===== src/rtl/approx_mac_pipe_pkg.sv =====
// Shared types and helpers for the approximate multiply-accumulate pipeline.
// The column mask decides which partial products survive in truncated mode.
package approx_mac_pkg;

  typedef enum logic [1:0] {
    ST_ACC   = 2'd0,
    ST_DRAIN = 2'd1,
    ST_HOLD  = 2'd2
  } state_t;

  localparam int ACC_W_DFLT = 20;
  localparam logic [ACC_W_DFLT-1:0] ACC_MAX = {ACC_W_DFLT{1'b1}};

  // 1 = keep partial product a[i]&b[j]; low columns drop out in approx mode
  function automatic logic pp_mask(input int i, input int j, input logic approx_en,
                                   input int approx_cols);
    if (approx_en && ((i + j) < approx_cols)) begin
      return 1'b0;
    end else begin
      return 1'b1;
    end
  endfunction

endpackage


===== src/rtl/approx_mac_pipe_pp_mult.sv =====
// Combinational unsigned multiplier: masked AND-array partial products reduced
// row by row with 3:2 carry-save full adders, then one final carry-propagate add.
module pp_mult
  import approx_mac_pkg::*;
#(
  parameter int WIDTH       = 8,
  parameter int APPROX_COLS = 4
) (
  input  logic [WIDTH-1:0]   a,
  input  logic [WIDTH-1:0]   b,
  input  logic               approx_en,
  output logic [2*WIDTH-1:0] product
);

  localparam int PW = 2 * WIDTH;

  logic [PW-1:0] row_s;
  logic [PW-1:0] sum_s;
  logic [PW-1:0] carry_s;
  logic [PW-1:0] sum_nxt_s;

  // Carry-save reduction; bits shifted past PW are dropped, which is safe
  // because the true product always fits in PW bits.
  always_comb begin
    row_s     = '0;
    sum_s     = '0;
    carry_s   = '0;
    sum_nxt_s = '0;
    for (int i = 0; i < WIDTH; i++) begin
      row_s = '0;
      for (int j = 0; j < WIDTH; j++) begin
        row_s[i+j] = a[i] & b[j] & pp_mask(i, j, approx_en, APPROX_COLS);
      end
      sum_nxt_s = sum_s ^ carry_s ^ row_s;
      carry_s   = ((sum_s & carry_s) | (sum_s & row_s) | (carry_s & row_s)) << 1;
      sum_s     = sum_nxt_s;
    end
    product = sum_s + carry_s;
  end

endmodule


===== src/rtl/approx_mac_pipe.sv =====
// Pipelined saturating dot-product engine: N_TERMS operand beats in over valid/ready,
// one accumulated result out over valid/ready. Product -> S1 -> S2 -> accumulator.
module approx_mac_pipe
  import approx_mac_pkg::*;
#(
  parameter int WIDTH       = 8,
  parameter int ACC_W       = 20,
  parameter int N_TERMS     = 4,
  parameter int APPROX_COLS = 4
) (
  input  logic             clk,
  input  logic             rst_n,
  input  logic             in_valid,
  output logic             in_ready,
  input  logic [WIDTH-1:0] in_a,
  input  logic [WIDTH-1:0] in_b,
  input  logic             approx_en,
  output logic             out_valid,
  input  logic             out_ready,
  output logic [ACC_W-1:0] out_data,
  output logic             out_sat,
  output logic             busy
);

  localparam int PW    = 2 * WIDTH;
  localparam int CNT_W = $clog2(N_TERMS + 1);
  localparam logic [ACC_W-1:0] ACC_LIMIT = {ACC_W{1'b1}};
  localparam logic [CNT_W-1:0] LAST_CNT  = CNT_W'(N_TERMS - 1);

  state_t           state_r;
  state_t           state_nxt_s;
  logic [CNT_W-1:0] count_r;
  logic             s1_valid_r;
  logic             s2_valid_r;
  logic [PW-1:0]    prod_s;
  logic [PW-1:0]    s1_prod_r;
  logic [PW-1:0]    s2_prod_r;
  logic [ACC_W-1:0] acc_r;
  logic             sat_r;
  logic [ACC_W:0]   sum_s;
  logic             in_ready_r;
  logic             out_valid_r;
  logic [ACC_W-1:0] out_data_r;
  logic             out_sat_r;
  logic             accept_s;
  logic             pipe_empty_s;
  logic             release_s;

  pp_mult #(
    .WIDTH       (WIDTH),
    .APPROX_COLS (APPROX_COLS)
  ) u_pp_mult (
    .a         (in_a),
    .b         (in_b),
    .approx_en (approx_en),
    .product   (prod_s)
  );

  assign accept_s     = in_valid & in_ready_r;
  assign pipe_empty_s = ~s1_valid_r & ~s2_valid_r;
  assign release_s    = out_valid_r & out_ready;
  // One spare top bit catches overflow for saturation.
  assign sum_s        = {1'b0, acc_r} + {{(ACC_W + 1 - PW){1'b0}}, s2_prod_r};

  // Next-state decode
  always_comb begin
    state_nxt_s = state_r;
    case (state_r)
      ST_ACC: begin
        if (accept_s && (count_r == LAST_CNT)) begin
          state_nxt_s = ST_DRAIN;
        end else begin
          state_nxt_s = ST_ACC;
        end
      end
      ST_DRAIN: begin
        if (pipe_empty_s) begin
          state_nxt_s = ST_HOLD;
        end else begin
          state_nxt_s = ST_DRAIN;
        end
      end
      ST_HOLD: begin
        if (release_s) begin
          state_nxt_s = ST_ACC;
        end else begin
          state_nxt_s = ST_HOLD;
        end
      end
      default: state_nxt_s = ST_ACC;
    endcase
  end

  // FSM state, beat counter and registered in_ready
  always_ff @(posedge clk or negedge rst_n) begin
    if (!rst_n) begin
      state_r    <= ST_ACC;
      count_r    <= '0;
      in_ready_r <= 1'b1;
    end else begin
      state_r    <= state_nxt_s;
      in_ready_r <= (state_nxt_s == ST_ACC);
      if (accept_s) begin
        count_r <= (count_r == LAST_CNT) ? '0 : count_r + {{(CNT_W-1){1'b0}}, 1'b1};
      end
    end
  end

  // Product pipeline S1 -> S2; never stalls since in_ready drops while draining
  always_ff @(posedge clk or negedge rst_n) begin
    if (!rst_n) begin
      s1_valid_r <= 1'b0;
      s1_prod_r  <= '0;
      s2_valid_r <= 1'b0;
      s2_prod_r  <= '0;
    end else begin
      s1_valid_r <= accept_s;
      s2_valid_r <= s1_valid_r;
      if (accept_s) begin
        s1_prod_r <= prod_s;
      end
      if (s1_valid_r) begin
        s2_prod_r <= s1_prod_r;
      end
    end
  end

  // Saturating accumulator with sticky saturation flag, cleared on result accept
  always_ff @(posedge clk or negedge rst_n) begin
    if (!rst_n) begin
      acc_r <= '0;
      sat_r <= 1'b0;
    end else if (release_s) begin
      acc_r <= '0;
      sat_r <= 1'b0;
    end else if (s2_valid_r) begin
      if (sum_s[ACC_W]) begin
        acc_r <= ACC_LIMIT;
        sat_r <= 1'b1;
      end else begin
        acc_r <= sum_s[ACC_W-1:0];
      end
    end
  end

  // Result register: loaded once the pipe has drained, held until accepted
  always_ff @(posedge clk or negedge rst_n) begin
    if (!rst_n) begin
      out_valid_r <= 1'b0;
      out_data_r  <= '0;
      out_sat_r   <= 1'b0;
    end else if ((state_r == ST_DRAIN) && pipe_empty_s) begin
      out_valid_r <= 1'b1;
      out_data_r  <= acc_r;
      out_sat_r   <= sat_r;
    end else if (release_s) begin
      out_valid_r <= 1'b0;
    end
  end

  assign in_ready  = in_ready_r;
  assign out_valid = out_valid_r;
  assign out_data  = out_data_r;
  assign out_sat   = out_sat_r;
  assign busy      = (state_r != ST_ACC) | s1_valid_r | s2_valid_r;

endmodule


===== config.mk =====
export PLATFORM = sky130hd
export DESIGN_NAME = approx_mac_pipe
export DESIGN_NICKNAME = d
export VERILOG_FILES = /design/src/rtl/approx_mac_pipe_pkg.sv /design/src/rtl/approx_mac_pipe_pp_mult.sv /design/src/rtl/approx_mac_pipe.sv
export SDC_FILE = /design/constraint.sdc
export NUM_CORES = 1
export LEC_CHECK = 0
export ABC_AREA = 1
export BUFFER_PORTS_ARGS = -buffer_cell sky130_fd_sc_hd__buf_2
export CORE_ASPECT_RATIO = 0.6
export CORE_MARGIN = 2
export CORE_UTILIZATION = 33
export CTS_CLUSTER_DIAMETER = 100
export DETAILED_ROUTE_END_ITERATION = 10
export PLACE_DENSITY = 0.54
export SYNTH_ARGS = -nofsm -noshare
export SYNTH_HDL_FRONTEND = slang
export SYNTH_SLANG_ARGS = --single-unit

===== constraint.sdc =====
create_clock -name clk -period 2.2 [get_ports clk]
set_input_delay 0.22 -clock clk [delete_from_list [all_inputs] [get_ports clk]]
set_output_delay 0.22 -clock clk [all_outputs]
set_load 0.02 [all_outputs]

==> results of run 1 <==
## repair_timing
item / in CTS / in global routing
resized for setup: 24 / 29
hold endpoints to repair: 34 / 0
setup buffers: 2 / 1
pin swaps: 21 / 19
hold buffers: 1 / 0
endpoints found under the setup margin: 12 / 32
## power groups by stage
stage / Combinational, uW / Clock (uW) / Sequential [uW]
after detailed placement: 5060 / 0 / 2650
final: 5320 / 1700 / 2610
after CTS: 5180 / 1750 / 2620
after global placement: 5040 / 0 / 2640
after global routing: 6120 / 1810 / 2710
after floorplan: 3600 / 0 / 2710
## worst max-delay path by stage
stage,from,end,slack (ns),depth (start not counted)
after floorplan,in_b[7],s1_prod_r[14],-2.59,26
after global placement,in_b[7],s1_prod_r[14],-2.74,26
after detailed placement,in_a[0],s1_prod_r[14],-2.78,26
after CTS,in_a[1],s1_prod_r[14],-2.31,26
after global routing,in_a[1],s1_prod_r[14],-2.51,26
final,in_a[1],s1_prod_r[14],-2.29,26
## cells by family after synthesis
kind of cell               after synthesis
AOI/OAI and AO/OA                       55
xor gates and xnor gates                 7
adders and majority gates               75
buffers and inverters                  147
DFF                                     83
muxes                                   30
and+or+nand+nor                        327
## placed cells by master (no fill, tap or decap), types with 5 or more instances in the layout
cell type / netlist / layout
a21oi_1: 19 / 19
buf_2: 5 / 38
buf_4: 1 / 44
clkbuf_16: 0 / 9
dfrtp_1: 82 / 82
fa_1: 44 / 19
fa_2: 0 / 25
ha_1: 31 / 25
ha_4: 0 / 5
inv_1: 120 / 98
inv_2: 3 / 25
mux2_2: 30 / 30
nand2_1: 227 / 218
nand2_2: 5 / 11
nand3_1: 46 / 43
nand3_2: 2 / 5
nor2_1: 32 / 32
nor3_1: 7 / 5
o21ai_0: 28 / 20
o21ai_1: 0 / 5
xor2_1: 6 / 6
## registers in the layout, indices dropped and copies added, names as in the netlist, 2 cells and up
name and flops:
s2_prod_r 16, out_data 20, state_r 2, count_r 3
acc_r 20, s1_prod_r 16
## cell type report
type	count	area [sq um]
fillers	1807	10100
clock buffers	9	225
repair buffers	90	626
flip-flops and latches	83	2080
clock inverters	7	108
multi-input cells	494	3530
inverters	123	462
well taps	234	293
## metrics by stage
stage	cells	total power, uW	setup slack, ns	util, %	setup TNS, ns
after floorplan	724	6310	-2.59	-	-21.54
after global placement	1020	7680	-2.74	39.0	-24.05
after detailed placement	1020	7700	-2.78	39.0	-24.43
after CTS	1039	9550	-2.31	41.5	-19.50
after global routing	1040	10600	-2.51	42.1	-20.56
final	1040	9630	-2.29	42.1	-19.13
## layer usage
layer  global-route usage [%]  wire, microns
met2                     19.6           4840
met1                     26.1           7850
met5                        0              0
met4                     2.87            105
met3                     3.66            642
==> results.toml, run 1 <==
[yosys]
yosysTopAreaCell = "dfrtp_1"
synth_top_family_by_area = "simple AND/OR/NAND/NOR gates"
synth_top_area_share_pct = 34.5
async_flop_share_pct = 100
netlist_area_sq_um = 5960
synth_nets = 820
netlist_top_cells_area = "dfrtp_1, fa_1, nand2_1, inv_1, ha_1"
synth-adder-area-share_pct = 21.3
synth_xor_area_share_pct = 1.03
muxShareOfSynthArea_pct = 5.67
synth-simple-area-share_pct = 22.6
ys.flop_type = "dfrtp_1"
synth-seq-cells = 83
synth_cell_types = 30
avgSynthCellArea_sq_um = 8.23
synth_cells = 724
synth-edff-count = 0
yosysSeqAreaShare_pct = 34.9
synth_compound_area_share_pct = 4.98
yosysWarnings = 0
synth.most_common_cell = "nand2_1"
ys_top_cells_by_count = "nand2_1, inv_1, dfrtp_1"

[worst_setup_path]
reg2reg_depth = 15
critPathBufInv = 8
critPathRequiredTime_ns = 2.47
crit_slowest_cell = "fa_2"
cpPeakStageDelay_ns = 0.54
r2r_start = "s2_prod_r[0]"
worstSetupEndpointType = "flip-flop"
worstSetupStartpointType = "input port"
cp_max_fo = 4
rrSetupSlack_ns = 0.18
r2r-end = "acc_r[15]"
cpLargestDelayFamily = "adder cells"
cp.arrival_ns = 4.75
worst-setup-path-type = "input port to flip-flop"

[job]
drv_cap = 0

[clock_tree]
clk_latency_ns = 0.35
cts-root-buf = "clkbuf_16"
cts.path.max_buffers = 2
htreeDepth = 3
cts_sinks = 83
clk_pin_slew_ns = 0.07
cts_tree = "built"
cts_inserted_buffers = 9

[final_layout]
syn_to_final_growth_pct = 22.9
nNetsFinal = 897
drive_above_1_share_pct = 27.3
antenna_cells = 0
final_cell_area_sq_um = 7320

[floorplan]
die_area_sq_um = 19200
die_w_microns = 177
die_h_microns = 108
start_util_pct = 34.2
fp-row-count = 37
coreArea_sq_um = 17400
io_pins = 45

[timing]
final_max_slew_viol_count = 0
holdWs_ns = 0.0938
relSlewSlack_pct = 67.8
fin_skew_ns = 0.00555
worstMarginPinSlew_ns = 0.484
layout_min_cycle_time_ns = 4.49
rsz0062_at_grt = "yes"
setup_viol = 12
timing.final.crit_share_pct = 204
max_freq_mhz = 223
hold_violations = 0
setup_slack_ns = -2.29

[power_and_ir_drop]
clkPwrFrac_pct = 17.7
peakVddDrop_mv = 0.567
p_comb_share_pct = 55.2
p_sw_share_pct = 43.4
power_switching_uw = 4180
pwr-share-seq_pct = 27.1
p_int_uw = 5450
p_per_area_nw_per_um2 = 1320
p_leak_uw = 0.00384

[drt]
vias = 4667
drt_first_iter_violations = 251
drcViolationCount = 0
wirelength_microns = 13400
wl_per_cell_microns = 12.9
via_per_inst = 4.49
drtAntennaViolNets = 0
drt_first_pass_iters = 4

[global_routing]
grt_pass1_vias = 4535
grt_start_max_net_pins = 49
antenna_found_initial = 0
grtUsageTotal_pct = 15.6
grt-ovfl-total = 0
grt_pass1_wl_microns = 23300

[placement]
io_buffers = 44
hpwl_microns = 10800
placed_cell_area_sq_um = 6790
gp_congestion = 0.879

[run_status]
status = "complete, but fails checks"
violations = "setup timing"

[hold_path]
min_path_cells = 2
hp-class = "input port to flip-flop"
min-delay-start = "out_ready"
holdPathEnd = "out_valid"
Note: power is estimated with default switching activity, not from simulation.
==> inputs of run 2 (changes only) <==
- CORE_MARGIN: 2 -> 3
==> results.toml, run 2 (same netlist as run 1, synthesis figures left out) <==
[run_status]
status = "complete, but fails checks"
violations = "setup timing"

[floorplan]
die_h_microns = 110
io_pins = 45
fp-row-count = 37
start_util_pct = 34.2
die_w_microns = 179
die_area_sq_um = 19700
coreArea_sq_um = 17400

[worst_setup_path]
critPathBufInv = 8
crit_top_cell = "inv_2"
cp.arrival_ns = 4.72
worstSetupStartpointType = "input port"
cp_max_fo = 4
cpPeakStageDelay_ns = 0.53
worstSetupEndpointType = "flip-flop"
cpLargestDelayFamily = "adder cells"
r2r_start = "s2_prod_r[0]"
worst-setup-path-type = "input port to flip-flop"
cp-startpoint = "in_a[1]"
critPathRequiredTime_ns = 2.47
crit_slowest_cell = "fa_2"

[timing]
tns_ns = -18.95
layout_min_cycle_time_ns = 4.46
setup_slack_ns = -2.26
max_freq_mhz = 224
timing.final.crit_share_pct = 203
final_max_slew_viol_count = 0
worstMarginPinSlew_ns = 0.481
relSlewSlack_pct = 67.9
rsz0062_at_grt = "yes"
fin_skew_ns = 0.00947
setup_viol = 12
hold_violations = 0

[placement]
gp_congestion = 0.878
hpwl_microns = 10800
io_buffers = 44

[power_and_ir_drop]
peakVddDrop_mv = 0.615
p_per_area_nw_per_um2 = 1310
p_leak_uw = 0.00383
p_total_uw = 9600

[final_layout]
syn_to_final_growth_pct = 23.1
antenna_cells = 0
drive_above_1_share_pct = 27.2
layout_commonest_cell = "nand2_1"
nNetsFinal = 897
mostFrequentLayoutCells = "nand2_1, inv_1, dfrtp_1, nand3_1, buf_4"
final_core_util_pct = 42.1

[drt]
wl_per_cell_microns = 12.8
drtAntennaViolNets = 0
vias = 4609
drcViolationCount = 0
drt_first_pass_iters = 4
via_per_inst = 4.43
wirelength_microns = 13300
drt_first_iter_violations = 292

[clock_tree]
cts.path.max_buffers = 2
cts-root-buf = "clkbuf_16"
cts_tree = "built"
cts_sinks = 83
clk_latency_ns = 0.35
cts_inserted_buffers = 9
htreeDepth = 3
clk_pin_slew_ns = 0.07

[global_routing]
grt_pass1_vias = 4491
antenna_found_initial = 0
grtUsageTotal_pct = 14.5
grt_start_max_net_pins = 50
grt-ovfl-total = 0
grt_pass1_wl_microns = 23200

[hold_path]
hp-class = "input port to flip-flop"
min-delay-start = "out_ready"

[job]
drv_cap = 0
## run 2: changes by cell type in the layout (fill, tap and decap cells not counted), sizes merged
cell    change
clkinv      +1
bufinv      -1
## run 2: area by class of cell
class | count | area [sq um]
fillers | 1789 | 10100
clock inverters | 7 | 82.6
clock buffers | 9 | 225
well taps | 234 | 293
flip-flops and latches | 83 | 2080
multi-input cells | 494 | 3550
inverters | 123 | 462
repair buffers | 90 | 637
## run 2: worst paths after layout
| check | cells past startpoint | slack [ns] | to |
|---|---|---|---|
| min in group asynchronous | 2 | 0.36 | state_r[1] |
| setup reg to reg | 13 | 0.17 | acc_r[1] |
| hold / removal | 2 | 0.07 | out_valid |
| max in group asynchronous | 3 | 1.21 | acc_r[10] |
| hold reg to reg | 2 | 0.48 | s1_prod_r[4] |
| setup / recovery | 26 | -2.26 | s1_prod_r[14] |
## run 2: where the power goes
part / total (uW) / internal [uW] / switching, uW
sequential: 2620 / 2190 / 433
clock: 1580 / 902 / 678
combinational: 5400 / 2320 / 3080
## run 2: what timing repair did
action	in CTS	in global routing
setup buffers	5	2
pin swaps	27	27
hold endpoints to repair	33	0
gates resized for setup	32	27
hold buffers	1	0
setup endpoints to repair	12	32
## run 2: metrics by stage
| step | instances | instance area (sq um) | hold WS [ns] | setup WS [ns] |
|---|---|---|---|---|
| 6_report | 1040 | 7330 | 0.0694 | -2.26 |
| 4_1_cts | 1040 | 7250 | 0.0677 | -2.34 |
| 3_5_place_dp | 1020 | 6790 | 0.212 | -2.80 |
| 2_1_floorplan | 724 | 6130 | -0.0756 | -2.59 |
| 3_3_place_gp | 1020 | 6790 | 0.204 | -2.73 |
| 5_1_grt | 1040 | 7330 | 0.0920 | -2.57 |
## run 2: worst reg2reg max path: cells and delay by family (launching register included)
family	cells	cell delay, ns
AO/OA/AOI/OAI	1	0.10
adder cells (fa/ha/maj)	2	0.52
flip-flops	1	0.41
AND/OR/NAND/NOR	7	0.57
buffers and inverters	3	0.35
## run 2: layer usage
metal | track usage (%) | routed length, microns | vias to the layer above
met4 | 1.99 | 19 | 0
met3 | 3.90 | 678 | 2
met2 | 18.5 | 4850 | 67
li1 | - | - | 2399
met5 | 0 | 0 | -
met1 | 24.0 | 7800 | 2141
==> inputs of run 3 (changes only) <==
- MAX_ROUTING_LAYER: default -> met4
==> results.toml, run 3 (same netlist as run 1, synthesis figures left out) <==
[drt]
drt_first_pass_iters = 5
drt_first_iter_violations = 378
drcViolationCount = 0
vias = 4712
drtAntennaViolNets = 0
via_per_inst = 4.52
wl_per_cell_microns = 13.2
wirelength_microns = 13700

[timing]
max_freq_mhz = 223
worstMarginPinSlew_ns = 0.530
final_max_slew_viol_count = 0
relSlewSlack_pct = 64.6
layout_min_cycle_time_ns = 4.48
rsz0062_at_grt = "yes"
holdWs_ns = 0.0743
hold_violations = 0
setup_slack_ns = -2.28
timing.final.crit_share_pct = 204
tns_ns = -18.81
fin_skew_ns = 0.0109
setup_viol = 12

[worst_setup_path]
worstSetupStartpointType = "input port"
cp.arrival_ns = 4.75
cp_max_fo = 4
cpLargestDelayFamily = "adder cells"
worstSetupEndpointType = "flip-flop"
crit_top_cell = "inv_2"
critPathRequiredTime_ns = 2.47
cpPeakStageDelay_ns = 0.54
critPathBufInv = 8
crit_slowest_cell = "fa_2"
worst-setup-path-type = "input port to flip-flop"

[global_routing]
antenna_found_initial = 0
met3_usage_pct = 3.57
grtUsageTotal_pct = 15.4
grtUsageMet2_pct = 20.0
top_usage_layer = "met1"
use_met1_pct = 24.1
grt_pass1_vias = 4639
grt_start_max_net_pins = 45
grt-ovfl-total = 0
grt_pass1_wl_microns = 23800

[placement]
hpwl_microns = 11100
post-place-ws_ns = -2.80
gp_congestion = 0.895
dp_cells = 1022
io_buffers = 44

[run_status]
violations = "setup timing"
status = "complete, but fails checks"

[clock_tree]
cts-root-buf = "clkbuf_16"
cts.path.max_buffers = 2
cts_inserted_buffers = 9
clk_latency_ns = 0.35
htreeDepth = 3
cts_tree = "built"
clk_pin_slew_ns = 0.07
cts_sinks = 83

[floorplan]
fp-row-count = 37
die_h_microns = 110
die_area_sq_um = 19700
io_pins = 45
start_util_pct = 34.2
coreArea_sq_um = 17400
die_w_microns = 179

[job]
drv_cap = 0

[power_and_ir_drop]
p_int_uw = 5480
peakVddDrop_mv = 0.531
clkPwrFrac_pct = 17.3
p_per_area_nw_per_um2 = 1320
p_comb_share_pct = 55.6
p_sw_share_pct = 43.4
power_switching_uw = 4190
pwr-share-seq_pct = 27.1
p_leak_uw = 0.00384

[final_layout]
seq_area_sq_um = 2080
drive_above_1_share_pct = 27.6
multi_input_area_sq_um = 3530
syn_to_final_growth_pct = 23.4
instances_no_fill = 1043
mostFrequentLayoutCells = "nand2_1, inv_1, dfrtp_1, buf_4, nand3_1"
antenna_cells = 0
nNetsFinal = 900
layout_commonest_cell = "nand2_1"
fillCellCount = 1804

[hold_path]
hp-class = "input port to flip-flop"
==> run 3: area by class of cell <==
class | instances | share of cell area, %
Tap cell | 234 | 3.98
Clock inverter | 7 | 1.43
Multi-Input combinational cell | 494 | 48.1
Timing Repair Buffer | 93 | 8.92
Clock buffer | 9 | 3.06
Inverter | 123 | 6.28
Sequential cell | 83 | 28.3
==> run 3: what timing repair did <==
| item | 4_1_cts | 5_1_grt |
|---|---|---|
| gates resized for setup | 25 | 32 |
| endpoints found under the setup margin | 12 | 32 |
| buffers inserted | 3 | 3 |
| hold buffers | 1 | 0 |
| endpoints found under the hold margin | 38 | 0 |
| pin swaps | 22 | 22 |
==> run 3: power groups by stage <==
stage / clock network, uW / logic (uW) / registers, uW
after global routing: 1790 / 6180 / 2720
final: 1670 / 5370 / 2620
after detailed placement: 0 / 5110 / 2650
after floorplan: 0 / 3600 / 2710
after CTS: 1720 / 5270 / 2630
after global placement: 0 / 5070 / 2650
==> run 3: per-layer routing <==
| layer | share of wire (%) | up-vias | wire length (microns) |
|---|---|---|---|
| met5 | 0 | - | 0 |
| met4 | 0.77 | 0 | 106 |
| met3 | 5.1 | 12 | 696 |
| met2 | 37 | 90 | 5110 |
| met1 | 57 | 2205 | 7820 |
| li1 | - | 2405 | - |
==> run 3: stage by stage <==
| step | util (%) | area [sq um] | total power [uW] |
|---|---|---|---|
| finish | 42.2 | 7350 | 9670 |
| floorplan | - | 6130 | 6310 |
| global route | 42.2 | 7350 | 10700 |
| CTS | 41.6 | 7250 | 9620 |
| global placement | 39.1 | 6810 | 7720 |
| detailed placement | 39.1 | 6810 | 7760 |
==> run 3: path summary, 6_finish.rpt <==
path | end | depth (start not counted) | startpoint | slack [ns]
setup / recovery | s1_prod_r[14] | 26 | in_a[1] | -2.28
hold / removal | out_valid | 2 | out_ready | 0.07
setup reg to reg | acc_r[2] | 13 | s2_prod_r[0] | 0.16
hold reg to reg | s1_prod_r[8] | 2 | s1_prod_r[8] | 0.47
max in group asynchronous | out_data[12] | 3 | rst_n | 1.18
min in group asynchronous | count_r[2] | 2 | rst_n | 0.39
